## config.mk

```make
export PLATFORM = sky130hd
export DESIGN_NAME = axi_txn_monitor_flat
export DESIGN_NICKNAME = d
export VERILOG_FILES = /design/src/rtl/axi_mon_pkg.sv /design/src/rtl/axi_txn_monitor_if.sv /design/src/rtl/axi_mon_ts_fifo.sv /design/src/rtl/axi_txn_monitor.sv /design/src/flat_wrapper.sv
export SDC_FILE = /design/constraint.sdc
export NUM_CORES = 1
export LEC_CHECK = 0
export BUFFER_PORTS_ARGS = -buffer_cell sky130_fd_sc_hd__buf_4
export CORE_MARGIN = 5
export CORE_UTILIZATION = 50
export DETAILED_ROUTE_END_ITERATION = 12
export PLACE_DENSITY = 0.72
export RECOVER_POWER = 50
export SYNTH_ARGS = -nofsm -noshare
export SYNTH_HDL_FRONTEND = slang
export SYNTH_HIERARCHICAL = 1
export SYNTH_SLANG_ARGS = --single-unit
```

## constraint.sdc

```tcl
create_clock -name ACLK -period 5.33 [get_ports ACLK]
set_input_delay 0.2665 -clock ACLK [delete_from_list [all_inputs] [get_ports ACLK]]
set_output_delay 0.2665 -clock ACLK [all_outputs]
set_load 0.02 [all_outputs]
```

## src/rtl/axi_mon_pkg.sv

```systemverilog
// Shared constants and types for the AXI transaction monitor.
// Status byte codes, error bit positions and the status vector layout.
package axi_mon_pkg;

    localparam logic [7:0] ST_AW = 8'hFF;
    localparam logic [7:0] ST_W  = 8'hFE;
    localparam logic [7:0] ST_B  = 8'hFD;
    localparam logic [7:0] ST_AR = 8'hFC;
    localparam logic [7:0] ST_R  = 8'hFB;

    localparam int ERR_ORPHAN_B   = 0;
    localparam int ERR_ORPHAN_R   = 1;
    localparam int ERR_VALID_DROP = 2;
    localparam int ERR_OVERFLOW   = 3;

    typedef struct packed {
        logic [7:0] r;
        logic [7:0] ar;
        logic [7:0] b;
        logic [7:0] w;
        logic [7:0] aw;
    } axi_mon_status_t;

    function automatic logic [7:0] st_code(input logic hs, input logic [7:0] code);
        return hs ? code : 8'h00;
    endfunction

endpackage

```

## src/rtl/axi_txn_monitor_if.sv

```systemverilog
// AXI3/AXI4 five-channel bundle for one slave port.
// The monitor only ever uses the all-input view.
interface axi_txn_monitor_if #(
    parameter int ADDR_W = 32,
    parameter int DATA_W = 32,
    parameter int ID_W   = 6
);
    logic [ADDR_W-1:0] awaddr;
    logic [ID_W-1:0]   awid;
    logic              awvalid;
    logic              awready;
    logic [DATA_W-1:0] wdata;
    logic              wlast;
    logic              wvalid;
    logic              wready;
    logic [1:0]        bresp;
    logic [ID_W-1:0]   bid;
    logic              bvalid;
    logic              bready;
    logic [ADDR_W-1:0] araddr;
    logic [ID_W-1:0]   arid;
    logic              arvalid;
    logic              arready;
    logic [DATA_W-1:0] rdata;
    logic [1:0]        rresp;
    logic [ID_W-1:0]   rid;
    logic              rlast;
    logic              rvalid;
    logic              rready;

    modport master (
        output awaddr, awid, awvalid, wdata, wlast, wvalid, bready,
        output araddr, arid, arvalid, rready,
        input  awready, wready, bresp, bid, bvalid,
        input  arready, rdata, rresp, rid, rlast, rvalid
    );

    modport slave (
        input  awaddr, awid, awvalid, wdata, wlast, wvalid, bready,
        input  araddr, arid, arvalid, rready,
        output awready, wready, bresp, bid, bvalid,
        output arready, rdata, rresp, rid, rlast, rvalid
    );

    modport mon (
        input awaddr, awid, awvalid, awready, wdata, wlast, wvalid, wready,
        input bresp, bid, bvalid, bready, araddr, arid, arvalid, arready,
        input rdata, rresp, rid, rlast, rvalid, rready
    );

endinterface

```

## src/rtl/axi_mon_ts_fifo.sv

```systemverilog
// Timestamp FIFO holding issue times of outstanding transactions.
// Caller only pops when non-empty and only pushes when not full or popping.
module axi_mon_ts_fifo #(
    parameter int DEPTH = 8,
    parameter int W     = 16
) (
    input  logic                   clk,
    input  logic                   rst,
    input  logic                   push,
    input  logic                   pop,
    input  logic [W-1:0]           din,
    output logic [W-1:0]           dout,
    output logic [$clog2(DEPTH):0] count,
    output logic                   full,
    output logic                   empty
);
    localparam int PW = $clog2(DEPTH);

    logic [W-1:0]  mem_q [DEPTH];
    logic [PW-1:0] wp_q, wp_d;
    logic [PW-1:0] rp_q, rp_d;
    logic [PW:0]   cnt_q, cnt_d;

    // advance pointers and occupancy; push+pop leaves occupancy unchanged
    always_comb begin
        wp_d  = wp_q;
        rp_d  = rp_q;
        cnt_d = cnt_q;
        if (push) wp_d = wp_q + 1'b1;
        if (pop)  rp_d = rp_q + 1'b1;
        if (push && !pop)      cnt_d = cnt_q + 1'b1;
        else if (pop && !push) cnt_d = cnt_q - 1'b1;
    end

    // pointer/occupancy state, emptied by reset
    always_ff @(posedge clk) begin
        if (rst) begin
            wp_q  <= '0;
            rp_q  <= '0;
            cnt_q <= '0;
        end else begin
            wp_q  <= wp_d;
            rp_q  <= rp_d;
            cnt_q <= cnt_d;
        end
    end

    // storage write; contents are don't-care until pushed
    always_ff @(posedge clk) begin
        if (push) mem_q[wp_q] <= din;
    end

    assign dout  = mem_q[rp_q];
    assign count = cnt_q;
    assign full  = (cnt_q == (PW+1)'(DEPTH));
    assign empty = (cnt_q == '0);

endmodule

```

## src/rtl/axi_txn_monitor.sv

```systemverilog
// Passive AXI slave-port monitor: handshake status, in-order latency,
// completion counts and sticky protocol errors. Never drives the bus.
module axi_txn_monitor
    import axi_mon_pkg::*;
#(
    parameter int ADDR_W    = 32,
    parameter int DATA_W    = 32,
    parameter int ID_W      = 6,
    parameter int MAX_OUTST = 8,
    parameter int CNT_W     = 32,
    parameter int LAT_W     = 16
) (
    input  logic                         ACLK,
    input  logic                         ARESET,
    input  logic                         clr_stats,
    axi_txn_monitor_if.mon               bus,
    output logic [39:0]                  status_vec,
    output logic [CNT_W-1:0]             wr_cnt,
    output logic [CNT_W-1:0]             rd_cnt,
    output logic [$clog2(MAX_OUTST):0]   wr_outst,
    output logic [$clog2(MAX_OUTST):0]   rd_outst,
    output logic [LAT_W-1:0]             wr_lat_max,
    output logic [LAT_W-1:0]             rd_lat_max,
    output logic [3:0]                   err
);
    localparam int OW = $clog2(MAX_OUTST) + 1;
    localparam int PAYLOAD_W = 2*ADDR_W + 2*DATA_W + 4*ID_W + 5;

    logic hs_aw, hs_w, hs_b, hs_ar, hs_r, rd_done;
    logic [4:0] vld, rdy;

    assign hs_aw   = bus.awvalid & bus.awready;
    assign hs_w    = bus.wvalid  & bus.wready;
    assign hs_b    = bus.bvalid  & bus.bready;
    assign hs_ar   = bus.arvalid & bus.arready;
    assign hs_r    = bus.rvalid  & bus.rready;
    assign rd_done = hs_r & bus.rlast;
    assign vld = {bus.rvalid, bus.arvalid, bus.bvalid, bus.wvalid, bus.awvalid};
    assign rdy = {bus.rready, bus.arready, bus.bready, bus.wready, bus.awready};

    logic [PAYLOAD_W-1:0] unused_payload;
    assign unused_payload = {bus.awaddr, bus.awid, bus.wdata, bus.wlast,
                             bus.bresp, bus.bid, bus.araddr, bus.arid,
                             bus.rdata, bus.rresp, bus.rid};

    logic [LAT_W-1:0] ts_q, ts_d;
    logic [LAT_W-1:0] wr_ts, rd_ts, wr_lat, rd_lat;
    logic [OW-1:0]    wr_count, rd_count;
    logic wr_full, wr_empty, wr_push, wr_pop;
    logic rd_full, rd_empty, rd_push, rd_pop;

    // a pop on an empty tracker is an orphan; a push on a full one is dropped
    assign wr_pop  = hs_b & ~wr_empty;
    assign wr_push = hs_aw & (~wr_full | wr_pop);
    assign rd_pop  = rd_done & ~rd_empty;
    assign rd_push = hs_ar & (~rd_full | rd_pop);
    assign wr_lat  = ts_q - wr_ts;
    assign rd_lat  = ts_q - rd_ts;

    axi_mon_ts_fifo #(.DEPTH(MAX_OUTST), .W(LAT_W)) u_wr_trk (
        .clk(ACLK), .rst(ARESET), .push(wr_push), .pop(wr_pop),
        .din(ts_q), .dout(wr_ts), .count(wr_count),
        .full(wr_full), .empty(wr_empty)
    );

    axi_mon_ts_fifo #(.DEPTH(MAX_OUTST), .W(LAT_W)) u_rd_trk (
        .clk(ACLK), .rst(ARESET), .push(rd_push), .pop(rd_pop),
        .din(ts_q), .dout(rd_ts), .count(rd_count),
        .full(rd_full), .empty(rd_empty)
    );

    axi_mon_status_t  status_q, status_d;
    logic [CNT_W-1:0] wr_cnt_q, wr_cnt_d, rd_cnt_q, rd_cnt_d;
    logic [LAT_W-1:0] wr_lat_max_q, wr_lat_max_d, rd_lat_max_q, rd_lat_max_d;
    logic [3:0]       err_q, err_d;
    logic [4:0]       pend_q, pend_d;

    // next-state: clear first, then this cycle's events on top of it
    always_comb begin
        ts_d        = ts_q + 1'b1;
        status_d.aw = st_code(hs_aw, ST_AW);
        status_d.w  = st_code(hs_w,  ST_W);
        status_d.b  = st_code(hs_b,  ST_B);
        status_d.ar = st_code(hs_ar, ST_AR);
        status_d.r  = st_code(hs_r,  ST_R);
        pend_d      = vld & ~rdy;

        wr_cnt_d     = clr_stats ? '0 : wr_cnt_q;
        rd_cnt_d     = clr_stats ? '0 : rd_cnt_q;
        wr_lat_max_d = clr_stats ? '0 : wr_lat_max_q;
        rd_lat_max_d = clr_stats ? '0 : rd_lat_max_q;
        err_d        = clr_stats ? '0 : err_q;

        if (hs_b && wr_cnt_d != '1)    wr_cnt_d = wr_cnt_d + 1'b1;
        if (rd_done && rd_cnt_d != '1) rd_cnt_d = rd_cnt_d + 1'b1;
        if (wr_pop && wr_lat > wr_lat_max_d) wr_lat_max_d = wr_lat;
        if (rd_pop && rd_lat > rd_lat_max_d) rd_lat_max_d = rd_lat;

        if (hs_b && wr_empty)      err_d[ERR_ORPHAN_B]   = 1'b1;
        if (rd_done && rd_empty)   err_d[ERR_ORPHAN_R]   = 1'b1;
        if (|(pend_q & ~vld))      err_d[ERR_VALID_DROP] = 1'b1;
        if ((hs_aw && wr_full && !wr_pop) || (hs_ar && rd_full && !rd_pop))
            err_d[ERR_OVERFLOW] = 1'b1;
    end

    // registered outputs and bookkeeping state
    always_ff @(posedge ACLK) begin
        if (ARESET) begin
            ts_q         <= '0;
            status_q     <= '0;
            wr_cnt_q     <= '0;
            rd_cnt_q     <= '0;
            wr_lat_max_q <= '0;
            rd_lat_max_q <= '0;
            err_q        <= '0;
            pend_q       <= '0;
        end else begin
            ts_q         <= ts_d;
            status_q     <= status_d;
            wr_cnt_q     <= wr_cnt_d;
            rd_cnt_q     <= rd_cnt_d;
            wr_lat_max_q <= wr_lat_max_d;
            rd_lat_max_q <= rd_lat_max_d;
            err_q        <= err_d;
            pend_q       <= pend_d;
        end
    end

    assign status_vec = status_q;
    assign wr_cnt     = wr_cnt_q;
    assign rd_cnt     = rd_cnt_q;
    assign wr_outst   = wr_count;
    assign rd_outst   = rd_count;
    assign wr_lat_max = wr_lat_max_q;
    assign rd_lat_max = rd_lat_max_q;
    assign err        = err_q;

endmodule
```

## src/flat_wrapper.sv

```systemverilog
// flat-port wrapper written by rule: the top's interface ports become plain ports
module axi_txn_monitor_flat import axi_mon_pkg::*;
#(
    parameter int ADDR_W    = 32,
    parameter int DATA_W    = 32,
    parameter int ID_W      = 6,
    parameter int MAX_OUTST = 8,
    parameter int CNT_W     = 32,
    parameter int LAT_W     = 16
)
  (ACLK, ARESET, clr_stats, status_vec, wr_cnt, rd_cnt, wr_outst, rd_outst, wr_lat_max, rd_lat_max, err, bus_awaddr, bus_awid, bus_awvalid, bus_awready, bus_wdata, bus_wlast, bus_wvalid, bus_wready, bus_bresp, bus_bid, bus_bvalid, bus_bready, bus_araddr, bus_arid, bus_arvalid, bus_arready, bus_rdata, bus_rresp, bus_rid, bus_rlast, bus_rvalid, bus_rready);
  axi_txn_monitor_if #(.ADDR_W(ADDR_W), .DATA_W(DATA_W), .ID_W(ID_W)) bus_i ();
  input  logic ACLK;
  input  logic ARESET;
  input  logic clr_stats;
  output logic [39:0] status_vec;
  output logic [CNT_W-1:0] wr_cnt;
  output logic [CNT_W-1:0] rd_cnt;
  output logic [$clog2(MAX_OUTST):0] wr_outst;
  output logic [$clog2(MAX_OUTST):0] rd_outst;
  output logic [LAT_W-1:0] wr_lat_max;
  output logic [LAT_W-1:0] rd_lat_max;
  output logic [3:0] err;
  input wire logic [$bits(bus_i.awaddr)-1:0] bus_awaddr;
  input wire logic [$bits(bus_i.awid)-1:0] bus_awid;
  input wire logic [$bits(bus_i.awvalid)-1:0] bus_awvalid;
  input wire logic [$bits(bus_i.awready)-1:0] bus_awready;
  input wire logic [$bits(bus_i.wdata)-1:0] bus_wdata;
  input wire logic [$bits(bus_i.wlast)-1:0] bus_wlast;
  input wire logic [$bits(bus_i.wvalid)-1:0] bus_wvalid;
  input wire logic [$bits(bus_i.wready)-1:0] bus_wready;
  input wire logic [$bits(bus_i.bresp)-1:0] bus_bresp;
  input wire logic [$bits(bus_i.bid)-1:0] bus_bid;
  input wire logic [$bits(bus_i.bvalid)-1:0] bus_bvalid;
  input wire logic [$bits(bus_i.bready)-1:0] bus_bready;
  input wire logic [$bits(bus_i.araddr)-1:0] bus_araddr;
  input wire logic [$bits(bus_i.arid)-1:0] bus_arid;
  input wire logic [$bits(bus_i.arvalid)-1:0] bus_arvalid;
  input wire logic [$bits(bus_i.arready)-1:0] bus_arready;
  input wire logic [$bits(bus_i.rdata)-1:0] bus_rdata;
  input wire logic [$bits(bus_i.rresp)-1:0] bus_rresp;
  input wire logic [$bits(bus_i.rid)-1:0] bus_rid;
  input wire logic [$bits(bus_i.rlast)-1:0] bus_rlast;
  input wire logic [$bits(bus_i.rvalid)-1:0] bus_rvalid;
  input wire logic [$bits(bus_i.rready)-1:0] bus_rready;
  assign bus_i.awaddr = bus_awaddr;
  assign bus_i.awid = bus_awid;
  assign bus_i.awvalid = bus_awvalid;
  assign bus_i.awready = bus_awready;
  assign bus_i.wdata = bus_wdata;
  assign bus_i.wlast = bus_wlast;
  assign bus_i.wvalid = bus_wvalid;
  assign bus_i.wready = bus_wready;
  assign bus_i.bresp = bus_bresp;
  assign bus_i.bid = bus_bid;
  assign bus_i.bvalid = bus_bvalid;
  assign bus_i.bready = bus_bready;
  assign bus_i.araddr = bus_araddr;
  assign bus_i.arid = bus_arid;
  assign bus_i.arvalid = bus_arvalid;
  assign bus_i.arready = bus_arready;
  assign bus_i.rdata = bus_rdata;
  assign bus_i.rresp = bus_rresp;
  assign bus_i.rid = bus_rid;
  assign bus_i.rlast = bus_rlast;
  assign bus_i.rvalid = bus_rvalid;
  assign bus_i.rready = bus_rready;
  axi_txn_monitor #(.ADDR_W(ADDR_W), .DATA_W(DATA_W), .ID_W(ID_W), .MAX_OUTST(MAX_OUTST), .CNT_W(CNT_W), .LAT_W(LAT_W)) u_core (.ACLK(ACLK), .ARESET(ARESET), .clr_stats(clr_stats), .bus(bus_i), .status_vec(status_vec), .wr_cnt(wr_cnt), .rd_cnt(rd_cnt), .wr_outst(wr_outst), .rd_outst(rd_outst), .wr_lat_max(wr_lat_max), .rd_lat_max(rd_lat_max), .err(err));
endmodule
```

==> impl_results.rst, run 1 <==
.. list-table::
   :header-rows: 1

   * - Metric
     - Value
   * - Run status
     - finished clean
   * - Fraction of final layout cells with drive strength greater than 1
     - 19.1%
   * - Width of the die
     - 207 um
   * - Placeable core area
     - 38,600 um2
   * - Tcrit/Tclk final
     - 95.9%
   * - Origin of the worst min-delay path
     - bus_bvalid
   * - Maximum clock frequency
     - 0.196 GHz
   * - Largest net degree at the start of global routing
     - 82
   * - Asr flop ratio synth
     - 0%
   * - Number of global-route vias before repair
     - 12,722
   * - Count of endpoints failing setup in the final report
     - 0
   * - Required @ worst endpoint
     - 5800 ps
   * - Critical Path Sink Type
     - flip-flop
   * - Total of flip-flops plus latches after synthesis
     - 408
   * - Vias per std cell
     - 5.74
   * - Sink count of the clock tree
     - 408
   * - Global routing usage summed across all routing layers
     - 20.1%
   * - First-pass GRT wire length
     - 70,200 um
   * - Clock latency at the later pin of the worst-skew pair
     - 540 ps
   * - Number of endpoints with negative hold slack in the final report
     - 0
   * - Most area-consuming cells after synthesis
     - edfxtp_1 (40%), dfxtp_1 (16%), mux4_1 (7.6%)
   * - Count of unique library cells instantiated by Yosys
     - 73
   * - Half-perimeter wire length after placement
     - 29,300 um
   * - Count leader, synth
     - edfxtp_1
   * - Cell family with the largest share of critical-path delay
     - compound AO/OA/AOI/OAI gates
   * - YS warnings
     - 6
   * - Routed wire length
     - 44,700 um
   * - Antenna cell count
     - 0
   * - Slowest CP cell
     - mux4_1
   * - Worst max-slew margin expressed relative to the limit
     - 25.9%
   * - Worst setup SP type
     - flip-flop
   * - Die H
     - 207 um
   * - Worst hold path cell count
     - 3
   * - Clock input transition at the sequential cells of the worst setup and hold paths
     - 60 ps
   * - H-tree depth
     - 2
   * - Port Buf Inserts
     - 156
   * - Cell count of the worst reg-to-reg path
     - 19
   * - Total power density per cell area
     - 339 nW/um2
   * - Count of buffering cells on the critical path with inverters included
     - 3
   * - Vias
     - 13,109
   * - Total count of max-transition violations in the final report
     - 0
   * - Class of the tightest hold or removal check
     - in -> reg
   * - Largest clock skew in the final design
     - 14.7 ps
   * - Predominant post-synthesis flop cell
     - edfxtp_1
   * - Static power due to leakage
     - 8.38 nW
   * - RSZ-0062 raised after global routing
     - true
   * - Pre-antenna DRT Iters
     - 5
   * - Critical-path cell list
     - buf_12, mux4_1, mux2_2, ha_1, fa_1, nor2b_1, o31a_1, o21ai_0, buf_4, a221oi_2, and2_1, ha_1, nand4_1, nor2_1, a221o_1, o31ai_2, buf_4, mux2_2, nor2_1
   * - Critical path fanouts, max
     - 14
   * - Overall overflow remaining after global route
     - 0
   * - Peak supply drop
     - 189 uV
   * - Slack of the worst reg-to-reg path
     - 220 ps
   * - Critical Path AT
     - 5580 ps
   * - Growth of design area from synthesis to finish
     - 16.5%
   * - Number of buffers inserted during clock tree synthesis
     - 41
   * - Synth top area share
     - 39.6%
   * - Library cell used as clock root buffer
     - clkbuf_16
   * - Count of standard-cell rows
     - 72
   * - WS Path Type
     - reg -> reg
   * - Post-layout net count
     - 1,986
   * - Detailed router's first-iteration violation count
     - 874
   * - Crit Reg-Reg Endpoint
     - u_core/rd_lat_max[1]
   * - Initial antenna violation count
     - 0
   * - Terminating pin of the worst hold path
     - u_core/err[0]
   * - Proportion of synthesized chip area in sequential cells
     - 55.2%
   * - Number of flops mapped to enable cells by yosys
     - 256
   * - Max capacitance violation total
     - 0
   * - Slew @ Worst Pin
     - 1110 ps
   * - Fin crit period
     - 5110 ps
   * - Placer's final routability congestion estimate
     - 0.906
   * - Cell count after synthesis
     - 1,559
   * - Number of I/O pins
     - 319
   * - Area of the die
     - 42,900 um2
   * - Synthesized area per cell
     - 12.5 um2
   * - Number of remaining DRC errors
     - 0
   * - Dominant cell type by area after synthesis
     - edfxtp_1
   * - Initial standard-cell utilization of the core
     - 50.4%
   * - Routed length per instance
     - 19.6 um
   * - Netlist area before placement
     - 19,400 um2
   * - Most numerous cell types in the synthesized netlist
     - edfxtp_1 (256), nor2_1 (154), dfxtp_1 (152), nand2_1 (111), ha_1 (75)
   * - Clock Tree Buf Depth
     - 3
   * - Final Util
     - 58.7%
   * - Number of nets with antenna violations after detailed routing
     - 0
   * - Post-layout power
     - 7.69 mW
   * - Delay of the slowest cell on the worst path
     - 570 ps
   * - Clock tree from TritonCTS
     - done
-- per-stage QoR --
step,hold WS [ps],TNS (ps),setup WS (ps),cells,cell area [um2]
floorplan,343,0,583,1563,19400
global placement,441,0,237,2194,21200
detailed placement,444,0,143,2194,21200
CTS,0.0203,0,93.5,2279,22600
global route,18.0,-30.1,-29.3,2284,22600
finish,25.6,0,217,2284,22600
-- power breakdown --
| group | internal [mW] | switching, mW | leakage [nW] |
|---|---|---|---|
| sequential | 3.43 | 0.0840 | 3.61 |
| combinational | 0.653 | 0.771 | 4.15 |
| clock | 1.58 | 1.16 | 0.623 |
| total | 5.67 | 2.02 | 8.38 |
-- final cells by class --
type	count	area [um2]
repair buffers	224	1750
well taps	518	648
flip-flops and latches	408	10700
multi-input cells	1006	8030
clock inverters	20	154
clock buffers	53	1120
inverters	55	206
fillers	3091	15900
-- tightest hold or removal path: stages --
cell	delay [ps]
buf_4	100
a32oi_1	90
nor2_1	80
-- logic make-up after synthesis --
group | synth area share (%)
AND/OR/NAND/NOR | 13.8
AO/OA/AOI/OAI | 6.26
flip-flops | 55.2
multiplexers | 11.2
other | 0.0193
XOR/XNOR | 4.28
buffers and inverters | 3.93
adder cells (fa/ha/maj) | 5.24
-- worst max path at each step --
| stage | slack [ps] | startpoint | depth (start not counted) | end |
|---|---|---|---|---|
| finish | 220 | flip-flop | 19 | u_core/rd_lat_max[1] |
| detailed placement | 140 | flip-flop | 20 | u_core/wr_lat_max[15] |
| floorplan | 580 | flip-flop | 19 | u_core/rd_lat_max[11] |
| global route | -30 | flip-flop | 19 | u_core/rd_lat_max[1] |
| CTS | 90 | flip-flop | 20 | u_core/wr_lat_max[15] |
| global placement | 240 | flip-flop | 20 | u_core/wr_lat_max[12] |
-- what timing repair did --
action                                  4_1_cts  5_1_grt
endpoints found under the setup margin        0       32
gates resized for setup                       0        7
hold buffers                                 12        0
hold endpoints to repair                      9        0
setup buffers                                 0        4
-- cells in the final DEF, fill, tap and decap left out, types with 9 or more instances in the layout --
| cell | instances |
|---|---|
| nor3_1 | 28 |
| nand2_1 | 111 |
| and3_1 | 17 |
| or2_2 | 10 |
| a21oi_1 | 66 |
| nand3_1 | 54 |
| mux4_1 | 56 |
| mux2i_1 | 10 |
| o21ai_0 | 26 |
| nor4_1 | 18 |
| edfxtp_1 | 256 |
| o211ai_1 | 10 |
| dfxtp_1 | 151 |
| clkbuf_16 | 44 |
| mux2_2 | 38 |
| dlygate4sd3_1 | 12 |
| clkbuf_1 | 19 |
| nor2_1 | 154 |
| ha_1 | 75 |
| inv_1 | 54 |
| nor2b_1 | 28 |
| o21a_1 | 15 |
| xnor2_1 | 57 |
| buf_4 | 196 |
| nand2b_1 | 15 |
| nand4_1 | 23 |
| xor2_1 | 38 |
| and4_1 | 9 |
| a21o_1 | 9 |
-- metal layers --
| layer | vias to the layer above | GRT usage [%] | part of all wire (%) |
|---|---|---|---|
| met5 | - | 0 | 0 |
| met4 | 0 | 5.70 | 2.3 |
| met3 | 74 | 3.46 | 6.6 |
| met2 | 485 | 33.7 | 49 |
| met1 | 6414 | 27.1 | 42 |
| li1 | 6136 | - | - |
-- state kept, by name (all words and copies together), names as in the netlist, named ones only --
register / count
u_core/pend_q: 5
u_core/u_rd_trk/count: 4
u_core/ts_q: 16
u_core/rd_lat_max: 16
u_core/u_rd_trk/wp_q: 3
u_core/u_rd_trk/mem_q: 128
u_core/rd_cnt: 32
u_core/u_wr_trk/wp_q: 3
u_core/u_rd_trk/rp_q: 3
u_core/u_wr_trk/count: 4
u_core/u_wr_trk/mem_q: 128
u_core/status_vec: 5
u_core/wr_cnt: 32
u_core/u_wr_trk/rp_q: 3
u_core/wr_lat_max: 16
u_core/err: 4
(Power assumes the default switching activity.)
==> inputs of run 2 (changes only) <==
--- a/config.mk
+++ b/config.mk
@@ -6,7 +6,6 @@
 export NUM_CORES = 1
 export LEC_CHECK = 0
 export BUFFER_PORTS_ARGS = -buffer_cell sky130_fd_sc_hd__buf_4
-export CORE_MARGIN = 5
 export CORE_UTILIZATION = 50
 export DETAILED_ROUTE_END_ITERATION = 12
 export PLACE_DENSITY = 0.72
==> run 2 against run 1 <==
Effect of this change:
- the run now ends with design-rule violations left
- worst hold slack better by 7.3 ps
- critical path depth stayed put
- combinational power fell by 3%
- die area fell by 7.6%
- total power up 0.83%
- global-route usage rose by 2.7 points
- non-clock buffer count decreased by 5
- clock power up 4%
- setup slack improved by 58 ps
- clock skew up 12 ps
==> impl_results.rst, run 2 (synthesized netlist as in run 1, its figures left out) <==
.. list-table::
   :header-rows: 1

   * - Metric
     - Value
   * - Post-layout net count
     - 1,981 (-0.25%)
   * - Sink count of the clock tree
     - 408 (unchanged)
   * - Wl on met1
     - 19,300 um (+2.0%)
   * - Global routing usage summed across all routing layers
     - 22.8% (+2.7 points)
   * - Routed wire length
     - 45,600 um (+1.9%)
   * - First-pass GRT wire length
     - 69,800 um (-0.58%)
   * - Peak supply drop
     - 293 uV (+55%)
   * - Leading cell types in the layout, fill and taps excluded
     - edfxtp_1 (256), clkbuf_1 (159), nor2_1 (154), dfxtp_1 (152), nand2_1 (111)
   * - Die H
     - 199 um (-3.9%)
   * - Area of the die
     - 39,700 um2 (-7.6%)
   * - Initial standard-cell utilization of the core
     - 51.2% (+0.83 points)
   * - Maximum clock frequency
     - 0.198 GHz (+1.1%)
   * - Critical Path Sink Type
     - flip-flop
   * - Required @ worst endpoint
     - 5730 ps (-70 ps)
   * - Overall overflow remaining after global route
     - 0 (unchanged)
   * - RSZ-0062 raised after global routing
     - false
   * - Worst max-slew margin expressed relative to the limit
     - 19.8% (-6.1 points)
   * - Worst hold path cell count
     - 3 (unchanged)
   * - Clock tree from TritonCTS
     - done
   * - Post-route setup TNS
     - 0 ps (unchanged)
   * - Clock input transition at the sequential cells of the worst setup and hold paths
     - 60 ps (about the same)
   * - Max capacitance violation total
     - 0 (unchanged)
   * - Number of remaining DRC errors
     - 1 (+1)
   * - Delay of the slowest cell on the worst path
     - 590 ps (+20 ps)
   * - Run status
     - complete, but fails checks
   * - Placer's final routability congestion estimate
     - 0.916 (+1.1%)
   * - WS Path Type
     - reg -> reg
   * - Fin crit period
     - 5060 ps (-57.6 ps)
   * - Vias
     - 13,161 (+0.40%)
   * - Fraction of final layout cells with drive strength greater than 1
     - 11.0% (-8.1 points)
   * - Number of global-route vias before repair
     - 12,638 (-0.66%)
   * - Library cell used as clock root buffer
     - clkbuf_16
   * - Slowest CP cell
     - mux4_1
   * - Number of buffers inserted during clock tree synthesis
     - 41 (unchanged)
   * - Crit Reg-Reg Endpoint
     - u_core/rd_lat_max[11]
   * - Number of I/O pins
     - 319 (unchanged)
   * - Worst setup SP type
     - flip-flop
   * - Min Hold Slack
     - 32.9 ps (+7.29 ps)
   * - Static power due to leakage
     - 7.78 nW (-7.1%)
   * - Cell count after placement
     - 2,182 (-0.55%)
   * - Routed wire length on met2
     - 22,000 um (+0.85%)
   * - Largest net degree at the start of global routing
     - 71 (-13%)
   * - Width of the die
     - 199 um (-3.9%)
   * - Top layer reached by signal wires
     - met4
   * - Critical path fanouts, max
     - 24 (+10)
   * - Final Non-Filler Cells
     - 2,275 (-0.39%)
   * - Filler instances
     - 3,147 (+1.8%)
   * - Wire length on met3
     - 2940 um (-0.37%)
   * - Number of nets with antenna violations after detailed routing
     - 0 (unchanged)
   * - Largest regs
     - u_core/u_rd_trk/mem_q x128, u_core/u_wr_trk/mem_q x128
   * - Routed length per instance
     - 20.0 um (+2.3%)
   * - Class of the tightest hold or removal check
     - in -> reg
   * - Tcrit/Tclk final
     - 94.8% (-1.1 points)
   * - H-tree depth
     - 2 (unchanged)
   * - Cell count of the worst reg-to-reg path
     - 19 (unchanged)
   * - Placeable core area
     - 37,900 um2 (-1.6%)
   * - Port Buf Inserts
     - 156 (unchanged)
   * - Detailed router's first-iteration violation count
     - 775 (-11%)
   * - Largest clock skew in the final design
     - 26.4 ps (+11.7 ps)
   * - Slack of the worst reg-to-reg path
     - 270 ps (+60 ps)
   * - Violations in the final reports
     - design-rule violations
   * - Critical-path cell list
     - buf_12, buf_4, mux4_1, mux2_2, inv_1, ha_1, or2_2, o311ai_1, o21bai_1, a31oi_1, xnor2_1, ha_1, nand4_1, nor2_1, a221o_1, o31a_1, buf_4, o211ai_1, a21oi_1
   * - Origin of the worst min-delay path
     - bus_awvalid
   * - Critical Path AT
     - 5450 ps (-130 ps)
   * - Total power density per cell area
     - 350 nW/um2 (+3.2%)
   * - Pre-antenna DRT Iters
     - 10 (+5)
   * - Vias per std cell
     - 5.79 (+0.79%)
   * - Initial antenna violation count
     - 0 (unchanged)
   * - Terminating pin of the worst hold path
     - u_core/err[2]
   * - Clock Tree Buf Depth
     - 3 (unchanged)
   * - Total count of max-transition violations in the final report
     - 0 (unchanged)
   * - Count of standard-cell rows
     - 71 (-1.4%)
   * - Number of endpoints with negative hold slack in the final report
     - 0 (unchanged)
   * - Half-perimeter wire length after placement
     - 29,500 um (+0.73%)
   * - Growth of design area from synthesis to finish
     - 13.9%
   * - Leading cell type in the layout, fill and taps excluded
     - edfxtp_1
   * - Clock latency at the later pin of the worst-skew pair
     - 560 ps (+20 ps)
   * - Antenna cell count
     - 0 (unchanged)
   * - Count of endpoints failing setup in the final report
     - 0 (unchanged)
   * - Slew @ Worst Pin
     - 1200 ps (+90.8 ps)
run 2: power breakdown:
part	switching (mW)	internal (mW)	leakage, nW	total, mW
registers	0.0804	3.43	3.61	3.51
clock network	1.21	1.64	0.641	2.85
logic	0.782	0.602	3.53	1.38
run 2: final cells by class:
cell class              instances  area, um2  share of cell area (%)
inverters                      55        206                   0.933
clock buffers                  58       1140                    5.15
repair buffers                219       1190                    5.38
well taps                     511        639                    2.89
multi-input cells            1006       8040                    36.3
clock inverters                18        184                   0.831
flip-flops and latches        408      10700                    48.5
run 2: critical path: cells and delay by family (launching register included):
kind / cells / cell delay (ps)
xor gates and xnor gates: 1 / 190
muxes: 2 / 880
AOI/OAI and AO/OA: 7 / 1510
and+or+nand+nor: 3 / 610
adders and majority gates: 2 / 600
buffers and inverters: 4 / 730
DFF: 1 / 360
run 2: how the worst max path moves through the flow:
stage	depth (start not counted)	slack, ps	startpoint	endpoint
3_3_place_gp	19	130	flip-flop	u_core/wr_lat_max[1]
5_1_grt	19	5	flip-flop	u_core/wr_lat_max[1]
2_1_floorplan	19	580	flip-flop	u_core/rd_lat_max[11]
4_1_cts	19	120	flip-flop	u_core/wr_lat_max[1]
3_5_place_dp	19	150	flip-flop	u_core/wr_lat_max[1]
6_report	19	270	flip-flop	u_core/rd_lat_max[11]
run 2: repair_timing:
item | in CTS | in global routing
endpoints found under the hold margin | 8 | 0
gates resized for setup | 0 | 14
hold buffers | 13 | 0
setup buffers | 0 | 4
endpoints found under the setup margin | 0 | 32
run 2: through the flow:
| step | setup WS (ps) | power, mW | area (um2) | util (%) |
|---|---|---|---|---|
| after floorplan | 583 | 4.58 | 19400 | - |
| after global placement | 128 | 4.92 | 21200 | 55.8 |
| after detailed placement | 155 | 4.96 | 21200 | 55.8 |
| after CTS | 120 | 7.81 | 22600 | 59.6 |
| after global routing | 4.70 | 8.06 | 22100 | 58.3 |
| final | 275 | 7.75 | 22100 | 58.3 |
run 2: per-layer routing:
layer / GRT usage, % / up-vias
li1: - / 6139
met3: 3.88 / 106
met2: 37.7 / 447
met1: 30.8 / 6469
met5: 0 / -
met4: 6.98 / 0
==> inputs of run 3 (changes only) <==
--- a/config.mk
+++ b/config.mk
@@ -6,10 +6,13 @@
 export NUM_CORES = 1
 export LEC_CHECK = 0
 export BUFFER_PORTS_ARGS = -buffer_cell sky130_fd_sc_hd__buf_4
+export CAP_MARGIN = 10
 export CORE_UTILIZATION = 50
+export CTS_CLUSTER_SIZE = 12
 export DETAILED_ROUTE_END_ITERATION = 12
 export PLACE_DENSITY = 0.72
 export RECOVER_POWER = 50
+export SETUP_SLACK_MARGIN = 0.4
 export SYNTH_ARGS = -nofsm -noshare
 export SYNTH_HDL_FRONTEND = slang
 export SYNTH_HIERARCHICAL = 1
==> run 3 against run 2 <==
Effect of this change:
- register-to-register slack improved by 170 ps
- combinational power rose by 9%
- clock power is 3% lower
- first-iteration DRC count is 3.4% higher
- sequential power barely moved
- via count up 0.31%
- sequential cell count is the same
- non-clock buffer count grew 16
- the flow finishes with violations (max-capacitance violations, max-slew violations)
- clock skew decreased by 14 ps
- utilization grew 0.91 points
- total power rose by 0.45%
- clock-buffer cell count increased by 11
==> impl_results.rst, run 3 (synthesized netlist as in run 1, its figures left out) <==
.. list-table::
   :header-rows: 1

   * - Metric
     - Value
   * - Run status
     - complete, but fails checks
   * - Violations in the final reports
     - max-capacitance violations, max-slew violations
   * - Number of buffers inserted during clock tree synthesis
     - 42 (+2.4%)
   * - Vias per std cell
     - 5.76 (-0.48%)
   * - Clock tree from TritonCTS
     - done
   * - Count of standard-cell rows
     - 71 (unchanged)
   * - Max capacitance violation total
     - 2 (+2)
   * - Detailed router's first-iteration violation count
     - 801 (+3.4%)
   * - Number of global-route vias before repair
     - 12,616 (-0.17%)
   * - Antenna cell count
     - 0 (unchanged)
   * - Worst hold path cell count
     - 3 (unchanged)
   * - Cell count after placement
     - 2,182 (unchanged)
   * - Total count of max-transition violations in the final report
     - 111 (+111)
   * - Area of combinational cells with multiple inputs
     - 8220 um2 (+2.2%)
   * - Fraction of final layout cells with drive strength greater than 1
     - 14.0% (+3.0 points)
   * - Worst max-slew margin expressed relative to the limit
     - -126% (-150 points)
   * - Initial standard-cell utilization of the core
     - 51.2% (unchanged)
   * - Worst setup SP type
     - flip-flop
   * - Number of remaining DRC errors
     - 0 (-1)
   * - Count of endpoints failing setup in the final report
     - 0 (unchanged)
   * - Post-route setup TNS
     - 0 ps (unchanged)
   * - Static power due to leakage
     - 7.86 nW (+1.1%)
   * - Width of the die
     - 199 um (unchanged)
   * - Critical Path AT
     - 5330 ps (-120 ps)
   * - H-tree depth
     - 2 (unchanged)
   * - Maximum clock frequency
     - 0.204 GHz (+3.4%)
   * - Post-layout power
     - 7.79 mW (+0.45%)
   * - Number of endpoints with negative hold slack in the final report
     - 0 (unchanged)
   * - Clock latency at the later pin of the worst-skew pair
     - 560 ps (about the same)
   * - Slew @ Worst Pin
     - 3400 ps (+2200 ps)
   * - Largest regs
     - u_core/u_rd_trk/mem_q x128, u_core/u_wr_trk/mem_q x128
   * - Library cell used as clock root buffer
     - clkbuf_16
   * - Placer's final routability congestion estimate
     - 0.916 (unchanged)
   * - Fin crit period
     - 4890 ps (-165 ps)
   * - Routed wire length
     - 46,700 um (+2.4%)
   * - Final Non-Filler Cells
     - 2,293 (+0.79%)
   * - Tcrit/Tclk final
     - 91.7% (-3.1 points)
   * - Routed length per instance
     - 20.4 um (+1.6%)
   * - Port Buf Inserts
     - 156 (unchanged)
   * - Peak supply drop
     - 301 uV (+2.9%)
   * - Half-perimeter wire length after placement
     - 29,500 um (unchanged)
   * - Number of nets with antenna violations after detailed routing
     - 0 (unchanged)
   * - Largest clock skew in the final design
     - 12.2 ps (-14.2 ps)
   * - Clock input transition at the sequential cells of the worst setup and hold paths
     - 60 ps (about the same)
   * - Largest net degree at the start of global routing
     - 71 (unchanged)
   * - Total power density per cell area
     - 346 nW/um2 (-1.1%)
   * - Critical Path Sink Type
     - flip-flop
   * - Initial antenna violation count
     - 0 (unchanged)
   * - Number of I/O pins
     - 319 (unchanged)
   * - Required @ worst endpoint
     - 5770 ps (+40 ps)
   * - Sink count of the clock tree
     - 408 (unchanged)
   * - Growth of design area from synthesis to finish
     - 15.7%
   * - First-pass GRT wire length
     - 70,000 um (+0.30%)
   * - Global routing usage summed across all routing layers
     - 23.0% (+0.17 points)
   * - Placeable core area
     - 37,900 um2 (unchanged)
   * - RSZ-0062 raised after global routing
     - true
   * - Clock Tree Buf Depth
     - 3 (unchanged)
   * - Total area of sequential cells
     - 10,700 um2 (about the same)
   * - Critical path fanouts, max
     - 7 (-71%)
   * - Overall overflow remaining after global route
     - 0 (unchanged)
   * - Min Hold Slack
     - 132 ps (+98.6 ps)
   * - Filler instances
     - 3,115 (-1.0%)
   * - Post-layout net count
     - 1,998 (+0.86%)
   * - Leading cell types in the layout, fill and taps excluded
     - edfxtp_1 (256), clkbuf_1 (172), nor2_1 (154), dfxtp_1 (150), nand2_1 (110)
   * - WS Path Type
     - reg -> reg
   * - Pre-antenna DRT Iters
     - 7 (-3)
   * - Area of the die
     - 39,700 um2 (unchanged)
   * - Vias
     - 13,202 (+0.31%)
   * - Cell count of the worst reg-to-reg path
     - 19 (unchanged)
   * - Die H
     - 199 um (unchanged)
   * - Final Util
     - 59.3% (+0.91 points)
   * - Class of the tightest hold or removal check
     - in -> reg
   * - Leading cell type in the layout, fill and taps excluded
     - edfxtp_1
## run 3: changes by cell type in the layout (fill, tap and decap cells not counted), moves of 4 or more
cell / delta
a21oi_2: +12
clkbuf_1: +13
clkinv_1: -8
o21ai_0: -5
buf_6: +5
buf_4: +7
ha_1: -7
mux4_1: -4
ha_2: +5
mux4_2: +4
a21oi_1: -13
o21ai_2: +4
## run 3: final cells by class
cell class / count / area share, %
inverters: 55 / 0.919
flip-flops and latches: 408 / 47.8
repair buffers: 235 / 6.30
multi-input cells: 1006 / 36.6
well taps: 511 / 2.84
clock inverters: 9 / 0.395
clock buffers: 69 / 5.22
## run 3: metal layers
layer,part of all wire [%],wire length (um),global-route usage (%),vias up
met3,6.3,2920,4.08,102
li1,-,-,-,6173
met2,48,22500,37.9,419
met1,42,19800,30.8,6508
met4,3.0,1380,7.32,0
met5,0,0,0,-
## run 3: repair_timing
action / in CTS / in global routing
resized for setup: 15 / 65
hold endpoints to repair: 9 / 0
hold buffers: 14 / 0
endpoints found under the setup margin: 32 / 32
gates cloned: 2 / 1
buffers inserted: 6 / 10
pin swaps: 4 / 19
## run 3: worst paths after layout
path               startpoint                    end  slack [ps]
min reg2reg  u_core/pend_q[2]          u_core/err[2]         480
max                 flip-flop  u_core/rd_lat_max[13]         440
min               bus_arvalid  u_core/status_vec[30]         130
max reg2reg         flip-flop  u_core/rd_lat_max[13]         440
## run 3: worst max-delay path, stage by stage (launching register included)
cell,delay [ps]
dfxtp_4,420
buf_12,150
buf_6,140
mux4_1,570
mux2_2,280
inv_1,100
ha_2,320
or2_2,340
o311ai_4,110
o21bai_1,130
a31oi_1,200
xnor2_1,140
ha_1,320
nand4_1,200
a2111oi_2,390
buf_4,190
o31a_1,230
buf_4,160
nor3_1,40
a31o_2,350
## run 3: through the flow
step                setup WS, ps  instance area (um2)
CTS                          418                22700
global placement             128                21200
floorplan                    583                19400
detailed placement           155                21200
global route                 231                22500
finish                       440                22500
## run 3: power breakdown
group	leakage, nW	switching (mW)	internal, mW
logic	3.64	0.823	0.678
clock network	0.611	1.21	1.56
registers	3.61	0.0861	3.44
total	7.86	2.12	5.67
